$ cat config.mk
export PLATFORM = sky130hd
export DESIGN_NAME = uart_tx
export DESIGN_NICKNAME = d
export VERILOG_FILES = /design/src/rtl/uart_pkg.sv /design/src/rtl/tx_fifo.sv /design/src/rtl/uart_tx.sv
export SDC_FILE = /design/constraint.sdc
export NUM_CORES = 1
export LEC_CHECK = 0
export BUFFER_PORTS_ARGS = -buffer_cell sky130_fd_sc_hd__buf_2
export CORE_AREA = 2 2 78 80
export CTS_CLUSTER_SIZE = 28
export DETAILED_ROUTE_END_ITERATION = 7
export DIE_AREA = 0 0 80 82
export GPL_TIMING_DRIVEN = 0
export HOLD_SLACK_MARGIN = 0.1
export MAX_ROUTING_LAYER = met4
export PLACE_DENSITY = 0.72
export SLEW_MARGIN = 10
export SYNTH_ARGS = -nofsm -noshare
export SYNTH_HDL_FRONTEND = slang
export SYNTH_SLANG_ARGS = --single-unit
$ cat constraint.sdc
create_clock -name Clk -period 3.75 [get_ports Clk]
set_clock_uncertainty 0.05 [all_clocks]
set_input_delay 0.75 -clock Clk [delete_from_list [all_inputs] [get_ports Clk]]
set_output_delay 0.75 -clock Clk [all_outputs]
set_load 0.02 [all_outputs]
$ cat src/rtl/uart_pkg.sv
// Shared UART definitions.
//   tx_state_t   : transmit FSM states, also exported on the debug state port
//   MAX_DATA_BITS: widest supported data field
//   calc_parity  : parity bit over a zero-extended data word (used by TX and RX)
package uart_pkg;

  typedef enum logic [2:0] {
    IDLE   = 3'd0,
    START  = 3'd1,
    DATA   = 3'd2,
    PARITY = 3'd3,
    STOP   = 3'd4
  } tx_state_t;

  localparam int MAX_DATA_BITS = 9;

  // Unused upper bits must be zero so they do not disturb the XOR.
  function automatic logic calc_parity(input logic [MAX_DATA_BITS-1:0] data,
                                       input logic                     odd);
    return (^data) ^ odd;
  endfunction

endpackage

$ cat src/rtl/tx_fifo.sv
// Circular-buffer synchronous FIFO for the UART transmit path.
//   Clk, Rst      : clock, asynchronous active-high reset (pointers and count)
//   push, wr_data : write request and data; ignored when full unless popping too
//   pop, rd_data  : read request; rd_data always shows the head entry
//   empty, full   : decoded from the registered count
//   count         : number of stored entries (one bit wider than the pointers)
module tx_fifo #(
  parameter int WIDTH = 8,
  parameter int DEPTH = 4
) (
  input  logic                     Clk,
  input  logic                     Rst,
  input  logic                     push,
  input  logic                     pop,
  input  logic [WIDTH-1:0]         wr_data,
  output logic [WIDTH-1:0]         rd_data,
  output logic                     empty,
  output logic                     full,
  output logic [$clog2(DEPTH):0]   count
);

  localparam int PTR_W = $clog2(DEPTH);
  localparam logic [PTR_W:0] FULL_CNT = (PTR_W + 1)'(DEPTH);

  logic [WIDTH-1:0] mem [DEPTH];
  logic [PTR_W-1:0] wr_ptr;
  logic [PTR_W-1:0] rd_ptr;
  logic [PTR_W:0]   count_q;
  logic             do_push;
  logic             do_pop;

  // A simultaneous pop frees the slot the push needs, so a full FIFO may
  // still accept a write in that cycle.
  assign do_pop  = pop && !empty;
  assign do_push = push && (!full || do_pop);

  assign empty   = (count_q == '0);
  assign full    = (count_q == FULL_CNT);
  assign count   = count_q;
  assign rd_data = mem[rd_ptr];

  // Storage needs no reset; only the pointers define what is valid.
  always_ff @(posedge Clk) begin
    if (do_push) mem[wr_ptr] <= wr_data;
  end

  always_ff @(posedge Clk or posedge Rst) begin
    if (Rst) begin
      wr_ptr  <= '0;
      rd_ptr  <= '0;
      count_q <= '0;
    end else begin
      if (do_push) wr_ptr <= wr_ptr + 1'b1;
      if (do_pop)  rd_ptr <= rd_ptr + 1'b1;
      case ({do_push, do_pop})
        2'b10:   count_q <= count_q + 1'b1;
        2'b01:   count_q <= count_q - 1'b1;
        default: count_q <= count_q;
      endcase
    end
  end

endmodule

$ cat src/rtl/uart_tx.sv
// UART transmitter: TX FIFO plus frame serializer.
//   Clk, Rst      : clock, asynchronous active-high reset (aborts any frame)
//   Tx_Data/Tx_Wr : host write port, one-cycle strobe
//   Ovf_Clr       : clears the sticky FIFO_Overflow flag (a same-cycle set wins)
//   BIST_Mode     : host writes ignored; queued data still drains
//   Tx            : registered serial line, idle high
//   Tx_Busy       : a frame is on the line
//   Tx_Done       : high in the final cycle of the last stop bit
//   FIFO_Empty/FIFO_Full/FIFO_Overflow : FIFO status
//   Dbg_State     : current FSM state
//
// Write handshake: Tx_Wr acts as a valid with no ready. The host is expected
// to watch FIFO_Full; a write seen while full (and with no pop in the same
// cycle) is dropped and recorded in FIFO_Overflow instead of stalling.
module uart_tx
  import uart_pkg::*;
#(
  parameter int DATA_BITS    = 8,
  parameter int FIFO_DEPTH   = 4,
  parameter int CLKS_PER_BIT = 16,
  parameter int PARITY_EN    = 0,
  parameter int PARITY_ODD   = 0,
  parameter int STOP_BITS    = 1
) (
  input  logic                 Clk,
  input  logic                 Rst,
  input  logic [DATA_BITS-1:0] Tx_Data,
  input  logic                 Tx_Wr,
  input  logic                 Ovf_Clr,
  input  logic                 BIST_Mode,
  output logic                 Tx,
  output logic                 Tx_Busy,
  output logic                 Tx_Done,
  output logic                 FIFO_Empty,
  output logic                 FIFO_Full,
  output logic                 FIFO_Overflow,
  output tx_state_t            Dbg_State
);

  localparam int BAUD_W = $clog2(CLKS_PER_BIT);
  localparam int BIT_W  = $clog2(DATA_BITS + 1);
  localparam int CNT_W  = $clog2(FIFO_DEPTH) + 1;

  localparam logic [BAUD_W-1:0] BAUD_LAST = BAUD_W'(CLKS_PER_BIT - 1);
  localparam logic [BIT_W-1:0]  DATA_LAST = BIT_W'(DATA_BITS - 1);
  localparam logic [BIT_W-1:0]  STOP_LAST = BIT_W'(STOP_BITS - 1);
  localparam logic [CNT_W-1:0]  FULL_CNT  = CNT_W'(FIFO_DEPTH);
  localparam logic              PAR_ODD   = (PARITY_ODD != 0);

  tx_state_t            state_q, state_n;
  logic [BAUD_W-1:0]    baud_q, baud_n;
  logic [BIT_W-1:0]     bit_q, bit_n;
  logic [DATA_BITS-1:0] shift_q, shift_n;
  logic                 par_q, par_n;
  logic                 tx_q, tx_n;
  logic                 ovf_q;

  logic                 pop;
  logic                 push;
  logic                 wr_req;
  logic                 ovf_set;
  logic                 bit_end;

  logic [DATA_BITS-1:0] fifo_rd_data;
  logic                 fifo_empty;
  logic                 fifo_full;
  logic [CNT_W-1:0]     fifo_count;

  tx_fifo #(
    .WIDTH (DATA_BITS),
    .DEPTH (FIFO_DEPTH)
  ) u_fifo (
    .Clk     (Clk),
    .Rst     (Rst),
    .push    (push),
    .pop     (pop),
    .wr_data (Tx_Data),
    .rd_data (fifo_rd_data),
    .empty   (fifo_empty),
    .full    (fifo_full),
    .count   (fifo_count)
  );

  assign wr_req  = Tx_Wr && !BIST_Mode;
  assign push    = wr_req && (!fifo_full || pop);
  assign ovf_set = wr_req && fifo_full && !pop;
  assign bit_end = (baud_q == BAUD_LAST);

  // Next-state, counters, shift register and the pop request.
  always_comb begin
    state_n = state_q;
    baud_n  = baud_q;
    bit_n   = bit_q;
    shift_n = shift_q;
    par_n   = par_q;
    pop     = 1'b0;

    case (state_q)
      IDLE: begin
        baud_n = '0;
        bit_n  = '0;
        if (!fifo_empty) begin
          pop     = 1'b1;
          shift_n = fifo_rd_data;
          par_n   = calc_parity(MAX_DATA_BITS'(fifo_rd_data), PAR_ODD);
          state_n = START;
        end
      end

      START: begin
        if (bit_end) begin
          baud_n  = '0;
          bit_n   = '0;
          state_n = DATA;
        end else begin
          baud_n = baud_q + 1'b1;
        end
      end

      DATA: begin
        if (bit_end) begin
          baud_n  = '0;
          shift_n = shift_q >> 1;
          if (bit_q == DATA_LAST) begin
            bit_n   = '0;
            state_n = (PARITY_EN != 0) ? PARITY : STOP;
          end else begin
            bit_n = bit_q + 1'b1;
          end
        end else begin
          baud_n = baud_q + 1'b1;
        end
      end

      PARITY: begin
        if (bit_end) begin
          baud_n  = '0;
          bit_n   = '0;
          state_n = STOP;
        end else begin
          baud_n = baud_q + 1'b1;
        end
      end

      STOP: begin
        if (bit_end) begin
          baud_n = '0;
          if (bit_q == STOP_LAST) begin
            bit_n = '0;
            // Chain straight into the next start bit when data is waiting.
            if (!fifo_empty) begin
              pop     = 1'b1;
              shift_n = fifo_rd_data;
              par_n   = calc_parity(MAX_DATA_BITS'(fifo_rd_data), PAR_ODD);
              state_n = START;
            end else begin
              state_n = IDLE;
            end
          end else begin
            bit_n = bit_q + 1'b1;
          end
        end else begin
          baud_n = baud_q + 1'b1;
        end
      end

      default: begin
        state_n = IDLE;
        baud_n  = '0;
        bit_n   = '0;
      end
    endcase
  end

  // Line level for the next cycle, taken from where the FSM is heading so
  // the registered Tx lines up exactly with the state.
  always_comb begin
    tx_n = 1'b1;
    case (state_n)
      START:   tx_n = 1'b0;
      DATA:    tx_n = shift_n[0];
      PARITY:  tx_n = par_n;
      default: tx_n = 1'b1;
    endcase
  end

  always_ff @(posedge Clk or posedge Rst) begin
    if (Rst) begin
      state_q <= IDLE;
      baud_q  <= '0;
      bit_q   <= '0;
      shift_q <= '0;
      par_q   <= 1'b0;
      tx_q    <= 1'b1;
      ovf_q   <= 1'b0;
    end else begin
      state_q <= state_n;
      baud_q  <= baud_n;
      bit_q   <= bit_n;
      shift_q <= shift_n;
      par_q   <= par_n;
      tx_q    <= tx_n;
      if (ovf_set)      ovf_q <= 1'b1;
      else if (Ovf_Clr) ovf_q <= 1'b0;
    end
  end

  assign Tx            = tx_q;
  assign Tx_Busy       = (state_q != IDLE);
  assign Tx_Done       = (state_q == STOP) && bit_end && (bit_q == STOP_LAST);
  assign FIFO_Empty    = fifo_empty;
  assign FIFO_Full     = (fifo_count == FULL_CNT);
  assign FIFO_Overflow = ovf_q;
  assign Dbg_State     = state_q;

endmodule

# Word-level counts from Yosys, hierarchy flattened
# Memory sizes are Yosys's and may differ from the RTL's.
# Cells that the tools add are included.
# word_totals
register_bits,29
mem_bits_rw,32
input_bits,13
output_inout_bits,9
elab_cells,96
n_memories,1
# memory_table
memory,depth,word_bits,rd,rd_clocked_by_memory_dff,write_ports,line_no,source
u_fifo.mem,4,8,1,0,1,tx_fifo.sv:25,logic [WIDTH-1:0] mem [DEPTH];
# classes
n_addsub,6
n_eq_ne,16
n_mux,36
reduce_logical,26
# ops
operator,count
8-bit two-way mux,4
4-bit two-way mux,7
8-bit case mux with 3 select lines,1
3-bit two-way mux,7
3-bit case mux with 5 select lines,1
"3-bit by 2-bit == test with 1-bit output, second input constant",4
4-bit case mux with 3 select lines,1
1-bit two-way mux,11
9-bit XOR reduction,1
"4-bit by 1-bit adder with 4-bit output, second input constant",2
1-bit logical AND,8
"3-bit by 1-bit == test with 1-bit output, second input constant",2
"3-bit == test, second input constant",2
3-bit zero test,2
"2-bit != test, second input constant",3
3-bit case mux with 2 select lines,1
3-bit nonzero test,2
"2-bit by 1-bit adder with 2-bit output, second input constant",2
"4-bit by 3-bit == test with 1-bit output, second input constant",1
"4-bit == test, second input constant",1
1-bit zero test,4
4-bit zero test,1
1-bit case mux with 2 select lines,2
4-bit AND reduction,1
11 further kinds,13

# Longest topological paths before layout
# Gate-level depths: netlist (run 1).
# logic_depth
word_depth,10
mapped_depth,13
depth_no_buf,13

# Modules after synthesis
# From an unflattened synthesis (run 1), not the netlist that was laid out.
# unflattened
hier_cells,227
area_unflattened_um2,2952.8
# by_module_without_submodules
module,n_inst,cells_per_inst,area_per_inst_um2,seq_area_each_um2
tx_fifo,1,96,1674.1,1136.1
uart_tx,1,131,1278.7,551.8

# Worst setup path before layout (run 1)
# OpenSTA, ideal clock, no wires.
# synth_timing
path_type,reg-to-reg
startpoint,register bit_q[0]
endpoint,"register u_fifo.count_q[2], in the netlist u_fifo.count[2]"
setup_time_ps,79
arrival_time_ps,2591
t_required_ps,3621
slack_ps,1030
path_stages_with_launch,13
path_buffers,1
period_less_slack_ps,2720
path_cell_list,dfrtp_1 -> inv_1 -> ha_1 -> inv_2 -> or4_4 -> a21oi_2 -> buf_2 -> ha_1 -> inv_1 -> fa_1 -> xor2_1 -> nor2_1 -> xor2_1
# synth_via
elab_chain_cells,9
word_cells_on_any_way,13
classes_between,eq/ne (2); mux (4); reduce/logical (7)
# synth_lines
item,line_no,source
"start, declared",uart_tx.sv:52,"logic [BIT_W-1:0] bit_q, bit_n;"
"start signal, assigned",uart_tx.sv:199,bit_q <= bit_n;
4-bit zero test (*),uart_tx.sv:148,if (bit_q == STOP_LAST) begin
1-bit two-way mux (*),uart_tx.sv:148,
1-bit two-way mux (*),uart_tx.sv:146,if (bit_end) begin
1-bit case mux with 2 select lines (*),uart_tx.sv:98,case (state_q)
1-bit logical AND (*),tx_fifo.sv:34,assign do_pop = pop && !empty;
net u_fifo.do_pop,tx_fifo.sv:30,logic do_pop;
1-bit logical OR,tx_fifo.sv:35,assign do_push = push && (!full || do_pop);
1-bit logical AND,tx_fifo.sv:35,
2-bit by 1-bit == test with 1-bit output / 2-bit == test (equally long branches),tx_fifo.sv:55,"case ({do_push, do_pop})"
3-bit case mux with 2 select lines / 2-bit nonzero test (equally long branches),--,
"end signal, assigned",tx_fifo.sv:56,2'b10: count_q <= count_q + 1'b1;
"end signal, assigned",tx_fifo.sv:57,2'b01: count_q <= count_q - 1'b1;
"end signal, assigned",tx_fifo.sv:58,default: count_q <= count_q;
"end, declared",tx_fifo.sv:28,logic [PTR_W:0] count_q;
# Mark *: on every way through the listed nets, which the timed path passes. The rest lies on a longest branch.
# A chain may end at the register's enable or synchronous reset.

# Final worst setup path (run 1)
# layout_timing
startpoint,register baud_q[0]
endpoint,"register u_fifo.count_q[2], in the netlist u_fifo.count[2]"
# layout_via
elab_chain_cells,8
word_cells_on_any_way,12
classes_between,eq/ne (3); mux (3); reduce/logical (6)
# layout_lines
item,line_no,source
"start, declared",uart_tx.sv:51,"logic [BAUD_W-1:0] baud_q, baud_n;"
"start signal, assigned",uart_tx.sv:198,baud_q <= baud_n;
4-bit == test (*),uart_tx.sv:87,assign bit_end = (baud_q == BAUD_LAST);
1-bit two-way mux (*),uart_tx.sv:146,
1-bit case mux with 2 select lines (*),uart_tx.sv:98,
1-bit logical AND (*),tx_fifo.sv:34,
net u_fifo.do_pop,tx_fifo.sv:30,
1-bit logical OR,tx_fifo.sv:35,
1-bit logical AND,tx_fifo.sv:35,
2-bit by 1-bit == test with 1-bit output / 2-bit == test (equally long branches),tx_fifo.sv:55,
3-bit case mux with 2 select lines / 2-bit nonzero test (equally long branches),--,
# Marked as above.

==> run_results.csv, run 1 <==
group,metric,value,unit
setup_path,r2r_cells,11,
clocking,cts_inserted_buffers,9,
placement,globalplace.congestion,0.817,
route,viasPerCell,5.26,
sta,rsz0062_at_grt,"false",
sta,relSlewSlack,30.3,%
clocking,cts-root-buf,"clkbuf_8",
sta,finalSetupViolations,0,
setup_path,crit_path_start_kind,"flip-flop",
sta,period_needed,3.07,ns
final_layout,layout-drive-gt1-share,23.1,%
logic_synthesis,yosysTopAreaCell,"edfxtp_1",
status,outcome,"completed",
die,initial_utilization,47.9,%
global_route,grt_max_degree,30,
route,detail-route-antenna-nets,0,
logic_synthesis,synth_warnings,0,
pwr,combPwrFrac,12.6,%
setup_path,critPathKind,"reg -> reg",
placement,placed_cells,301,
logic_synthesis,netlist_area,2750,µm²
clocking,cts.path.max_buffers,2,
sta,fin_crit_sh,81.8,%
setup_path,worst_ep_required_time,3.96,ns
pwr,vdd_drop_max,0.448,mV
job,max-cap-violations,0,
clocking,cts_resized,0,
die,dieArea,6560,µm²
min_path,min_path_cells,1,
logic_synthesis,synth_top_area_share,34.9,%
clocking,clk_latency,0.33,ns
pwr,switching_share,25.3,%
die,coreArea,5750,µm²
global_route,overflow,0,
logic_synthesis,synth_edf_count,32,
route,drtIter0Drc,112,
sta,hold_violations,0,
logic_synthesis,synthFlopType,"edfxtp_1",
die,dieWidth,80,µm
logic_synthesis,ys_top_cells_by_area,"edfxtp_1 (35%), dfrtp_1 (25%), mux4_2 (6.6%)",
sta,finalMaxSlewViolations,0,
die,num_rows,28,
sta,worst_pin_slew,1.04,ns
die,ios,22,
clocking,cts_hold_buf,0,
setup_path,crit_fanout,10,
pwr,power_density,522,nW/µm²
final_layout,syn2layout_area_growth,15.0,%
setup_path,reg2reg_slack,0.68,ns
route,route.vias.total,1667,
clocking,htreeDepth,3,
final_layout,diodes,0,
route,wl,4.72,mm
pwr,p_seq_share,49.1,%
clocking,path_clk_slew,0.07,ns
route,route.detailed.drc,0,
placement,hpwl,3.21,mm
setup_path,rr_startpoint,"baud_q[0]$_DFF_PP0_",
route,wl_per_cell,14.9,µm
final_layout,fin_nets,259,
sta,tns,0,ns
logic_synthesis,synth-async-reset-ratio,47.5,%
final_layout,fillers,480,
logic_synthesis,syn_nets,227,
pwr,pwr-share-clk,38.3,%
final_layout,regArea,1690,µm²
placement,pre_cts_ws,0.713,ns
setup_path,cp-end-kind,"flip-flop",
placement,portBuffers,21,
setup_path,worstReg2RegEnd,"u_fifo.count[2]$_DFFE_PP0P_",
final_layout,multi_input_comb_area,950,µm²
sta,fin_ws,0.682,ns
setup_path,worstPathArrival,3.28,ns
logic_synthesis,ys_seq_area_share,61.4,%
route,detail_route.first_pass.iterations,4,
global_route,grt_pass1_vias,1608,
die,die_height,82,µm
clocking,postCtsSetupBuffers,0,
min_path,hp-start,"baud_q[0]$_DFF_PP0_",
logic_synthesis,syn-instance-count,205,
pwr,p_int,1.23,mW
logic_synthesis,synth_seq_cells,61,
final_layout,instances_no_fill,317,
global_route,grt_pass1_wl,7.75,mm
min_path,whs_endpoint,"baud_q[0]$_DFF_PP0_",
pwr,p_leak,1.32,nW
sta,fmax,326,MHz
global_route,antenna_found_initial,0,
clocking,cts_tree,"yes",
global_route,grt_usage,16.7,%
logic_synthesis,synthDistinctLibCells,45,
clocking,cts.sinks,61,
logic_synthesis,synth_area_per_cell,13.4,µm²
min_path,hold_class,"reg -> reg",
pwr,power_switching,0.417,mW
## logic make-up after synthesis
group / after synthesis / synth area share, %
and+or+nand+nor: 49 / 9.33
adders and majority gates: 9 / 4.37
AOI/OAI and AO/OA: 31 / 8.42
muxes: 10 / 7.32
DFF: 61 / 61.4
buffers and inverters: 29 / 4.09
xor gates and xnor gates: 16 / 5.10
## registers in the layout, summed over array words and instances, names as in the netlist, 2 cells and up
signal and count:
u_fifo.mem 32, shift_q 8, baud_q 4, bit_q 4, Dbg_State 3, u_fifo.count 3, u_fifo.rd_ptr 2, u_fifo.wr_ptr 2
## worst max-delay path: stages, from the launching register on
cell	delay, ns
dfrtp_1	0.39
ha_1	0.24
nand3_2	0.15
or4_4	0.49
a21oi_2	0.31
buf_2	0.29
ha_1	0.21
inv_1	0.07
fa_1	0.38
xor2_1	0.15
nor2_1	0.12
xor2_1	0.14
## placed cells by master, fill, tap and decap left out, types with 3 or more instances in the layout
cell type,count
edfxtp_1,32
o22ai_1,3
nand2_1,13
nor2_1,13
a222oi_1,6
xnor2_1,12
clkinv_2,3
buf_2,24
o21ai_0,4
dfrtp_1,28
inv_1,21
ha_1,8
and2_1,5
clkbuf_1,3
mux4_2,8
a21oi_1,6
clkbuf_8,9
xor2_1,4
## layer usage
metal	GRT usage [%]	vias up	routed length, µm
met5	-	-	0
li1	-	811	-
met1	21.0	809	2160
met4	9.15	0	91
met3	4.29	9	168
met2	25.1	38	2300
## power by group through the flow
stage	Combinational [mW]	Clock (mW)	Sequential, mW
floorplan	0.153	0	0.817
global placement	0.202	0	0.821
detailed placement	0.214	0	0.823
CTS	0.214	0.641	0.811
global route	0.236	0.674	0.818
finish	0.208	0.633	0.810
## per-stage QoR
| stage | utilization [%] | cell area [µm²] | power, mW | hold WS (ns) |
|---|---|---|---|---|
| 2_1_floorplan | - | 2750 | 0.970 | 0.383 |
| 3_3_place_gp | 51.3 | 2950 | 1.02 | 0.405 |
| 3_5_place_dp | 51.3 | 2950 | 1.04 | 0.410 |
| 4_1_cts | 55.1 | 3160 | 1.67 | 0.431 |
| 5_1_grt | 55.1 | 3160 | 1.73 | 0.444 |
| 6_report | 55.1 | 3160 | 1.65 | 0.440 |
## cells in the mapped netlist, drive strengths merged (3+ instances only)
master  count
xor2        4
a21oi       7
nand3       3
o22ai       3
nor2       13
a222oi      6
nand2      13
buf         3
ha          8
xnor2      12
edfxtp     32
mux4        8
o21ai       4
dfrtp      28
and2        5
inv        23
clkbuf      3
## worst max path at each step
stage                                     from                     endpoint  slack [ns]  depth (start not counted)
final                      baud_q[0]$_DFF_PP0_  u_fifo.count[2]$_DFFE_PP0P_        0.68                         11
after global routing       baud_q[0]$_DFF_PP0_  u_fifo.count[2]$_DFFE_PP0P_        0.57                         11
after CTS                  baud_q[0]$_DFF_PP0_  u_fifo.count[2]$_DFFE_PP0P_        0.68                         11
after detailed placement  bit_q[0]$_DFFE_PP0P_  u_fifo.count[2]$_DFFE_PP0P_        0.71                         12
after global placement    bit_q[0]$_DFFE_PP0P_  u_fifo.count[2]$_DFFE_PP0P_        0.75                         12
after floorplan           bit_q[0]$_DFFE_PP0P_  u_fifo.count[2]$_DFFE_PP0P_        1.03                         12
## layout make-up
| cell class | count | share of cell area (%) |
|---|---|---|
| flip-flops and latches | 61 | 53.4 |
| multi-input cells | 115 | 30.0 |
| clock buffers | 9 | 3.92 |
| repair buffers | 21 | 3.32 |
| well taps | 75 | 2.97 |
| clock inverters | 7 | 2.85 |
| inverters | 23 | 2.73 |
| plain buffers | 6 | 0.831 |
Power figures use the tool's default switching activity.
==> inputs of run 2 (changes only) <==
- ABC_AREA: default -> 1
- CORE_AREA: 2 2 78 80 -> 2 2 82 84
- DIE_AREA: 0 0 80 82 -> 0 0 84 86
- PLACE_DENSITY: 0.72 -> 0.76
- clock period: 3.75 -> 2.6 ns (I/O delays scaled with it)
==> run 2 against run 1 <==
Sequential share of layout area fell by 6.0 points; clock-buffer cell count unchanged; fmax grew 20%; power up 52%; design area grew 13%; via count increased by 32%; die area grew 10%; final cell count grew 41%.
==> run_results.csv, run 2 <==
group,metric,value,unit
placement,portBuffers,21,
die,die_height,86,µm
pwr,switching_share,26.0,%
sta,hold_violations,0,
setup_path,cp-end-kind,"flip-flop",
setup_path,crit_slowest_cell,"dfrtp_1",
pwr,pwr-share-clk,40.3,%
logic_synthesis,syn-instance-count,332,
placement,hpwl,3.98,mm
pwr,p_int,1.86,mW
setup_path,worstPathCellList,"ha_1 -> nand3_2 -> inv_2 -> nand3_2 -> nand2_2 -> nand3_4 -> inv_2 -> ha_1 -> inv_1 -> fa_1 -> a21oi_1 -> o21ai_0 -> xor2_1",
route,wl_per_cell,12.8,µm
setup_path,cp_slowest_stage_delay,0.37,ns
clocking,cts.sinks,61,
logic_synthesis,ys_seq_area_share,54.2,%
clocking,cts-root-buf,"clkbuf_8",
final_layout,syn2layout_area_growth,14.3,%
status,outcome,"completed",
logic_synthesis,yosysTopAreaCell,"edfxtp_1",
route,drtIter0Drc,108,
logic_synthesis,synth_edf_count,32,
sta,period_needed,2.56,ns
placement,globalplace.congestion,0.799,
route,wl,5.72,mm
pwr,power_density,704,nW/µm²
logic_synthesis,synth_top_area_share,30.8,%
pwr,fin_total_pwr,2.51,mW
global_route,antenna_found_initial,0,
clocking,htreeDepth,3,
logic_synthesis,synth_seq_cells,61,
sta,rsz0062_at_grt,"true",
clocking,cts_hold_buf,0,
logic_synthesis,netlist_area,3120,µm²
logic_synthesis,synth_area_per_cell,9.38,µm²
die,coreArea,6280,µm²
sta,fmax,391,MHz
global_route,grt_max_degree,30,
setup_path,cp-startpoint,"baud_q[0]$_DFF_PP0_",
setup_path,rr_startpoint,"baud_q[0]$_DFF_PP0_",
route,viasPerCell,4.95,
pwr,p_leak,1.72,nW
clocking,cts_tree,"yes",
final_layout,reg_top3,"u_fifo.mem: 32 flops, shift_q: 8 flops",
sta,relSlewSlack,31.9,%
clocking,path_clk_slew,0.07,ns
logic_synthesis,yosysMostFrequentCell,"nand2_1",
final_layout,regMostFlops,"u_fifo.mem",
pwr,combPwrFrac,13.1,%
final_layout,diodes,0,
logic_synthesis,ys_top_cells_by_area,"edfxtp_1 (31%), dfrtp_1 (22%), nand2_1 (14%)",
final_layout,fin_nets,386,
route,detail_route.first_pass.iterations,4,
final_layout,fin_util,56.7,%
sta,worst_pin_slew,1.02,ns
global_route,grt_pass1_wl,9.93,mm
setup_path,worst_ep_required_time,2.77,ns
job,max-cap-violations,0,
pwr,p_seq_share,46.6,%
sta,finalSetupViolations,0,
logic_synthesis,synthTopCellsByCount,"nand2_1 (116), inv_1 (39), edfxtp_1 (32), dfrtp_1 (28)",
clocking,cts.path.max_buffers,2,
setup_path,crit_path_start_kind,"flip-flop",
final_layout,largest_reg_flops,32,
logic_synthesis,synth-async-reset-ratio,47.5,%
route,route.vias.total,2207,
die,initial_utilization,49.6,%
clocking,cts_inserted_buffers,9,
final_layout,layout-drive-gt1-share,21.4,%
setup_path,crit_buf_inv,3,
min_path,hold_class,"in -> async",
pwr,vdd_drop_max,0.521,mV
sta,finalMaxSlewViolations,0,
global_route,grt_pass1_vias,2169,
final_layout,final_cell_mix,"nand2_1 (116), inv_1 (38), edfxtp_1 (32), dfrtp_1 (28), buf_2 (21)",
global_route,overflow,0,
clocking,clk_latency,0.34,ns
logic_synthesis,synthDistinctLibCells,34,
die,dieArea,7220,µm²
setup_path,critPathKind,"reg -> reg",
logic_synthesis,synth_warnings,0,
die,dieWidth,84,µm
setup_path,critical-path-top-delay-family,"adder cells",
route,route.detailed.drc,0,
setup_path,crit_fanout,10,
final_layout,layout_commonest_cell,"nand2_1",
setup_path,worstPathArrival,2.73,ns
logic_synthesis,syn_nets,354,
pwr,power_switching,0.652,mW
die,num_rows,29,
global_route,grt_usage,18.2,%
logic_synthesis,synthFlopType,"edfxtp_1",
die,ios,22,
route,detail-route-antenna-nets,0,
sta,fin_crit_sh,98.3,%
[run 2: cell types whose count changed after synthesis, moves of 4 or more]
cell | previous run | this run
inv_1 | 22 | 39
nand3_1 | 2 | 16
nand3_2 | 1 | 10
nand2_2 | 0 | 14
and2_1 | 5 | 0
inv_2 | 1 | 5
xnor2_1 | 12 | 1
a222oi_1 | 6 | 0
mux4_2 | 8 | 0
nand2_1 | 13 | 116
[run 2: per-stage QoR]
step / std cells / hold slack, ns / setup TNS (ns) / setup WS (ns) / cell area [µm²]
5_1_grt: 446 / 0.312 / -2.39 / -0.122 / 3560
3_5_place_dp: 430 / 0.413 / 0 / 0.0118 / 3320
2_1_floorplan: 332 / 0.388 / 0 / 0.191 / 3120
6_report: 446 / 0.235 / 0 / 0.0446 / 3560
4_1_cts: 446 / 0.313 / 0 / 0.00345 / 3550
3_3_place_gp: 430 / 0.406 / 0 / 0.0600 / 3320
[run 2: kinds of logic (layout without fill, tap and decap cells)]
family	count (synthesis)	in the layout	share of synthesized area, %
flip-flops	61	61	54.2
adder cells (fa/ha/maj)	9	9	3.86
AND/OR/NAND/NOR	183	183	27.8
AO/OA/AOI/OAI	23	23	5.22
buffers and inverters	50	87	7.31
XOR/XNOR	6	6	1.69
[run 2: path summary, 6_finish.rpt]
kind	endpoint	slack (ns)	depth (start not counted)
setup / recovery	u_fifo.count[2]$_DFFE_PP0P_	0.04	13
hold / removal	u_fifo.count[2]$_DFFE_PP0P_	0.24	2
setup reg to reg	u_fifo.count[2]$_DFFE_PP0P_	0.04	13
hold reg to reg	shift_q[3]$_DFFE_PP0P_	0.45	2
max in group asynchronous	u_fifo.rd_ptr[1]$_DFFE_PP0P_	1.79	2
min in group Clk	FIFO_Overflow$_DFFE_PP0P_	0.32	2
[run 2: area by class of cell]
type | count | area, µm²
Clock buffer | 9 | 124
Tap cell | 77 | 96.3
Inverter | 45 | 174
Fill cell | 559 | 2720
Clock inverter | 7 | 114
Multi-Input combinational cell | 221 | 1210
Buffer | 5 | 53.8
Sequential cell | 61 | 1690
Timing Repair Buffer | 21 | 105
[run 2: what timing repair did]
action / 4_1_cts / 5_1_grt
endpoints found under the setup margin: 0 / 34
buffers inserted: 0 / 0
resized for setup: 0 / 2
[run 2: layer usage]
metal  GRT usage [%]  share of wire (%)  vias up
li1                -                  -     1130
met1            21.8                 45     1041
met2            30.0                 51       29
met3            3.75                2.7        7
met4            7.92                1.5        0
met5               -                  0        -
[run 2: power by group through the flow]
| stage | combinational (mW) | clock, mW | sequential [mW] |
|---|---|---|---|
| after floorplan | 0.240 | 0 | 1.18 |
| after global placement | 0.314 | 0 | 1.18 |
| after detailed placement | 0.331 | 0 | 1.19 |
| after CTS | 0.331 | 1.02 | 1.17 |
| after global routing | 0.383 | 1.07 | 1.18 |
| final | 0.328 | 1.01 | 1.17 |
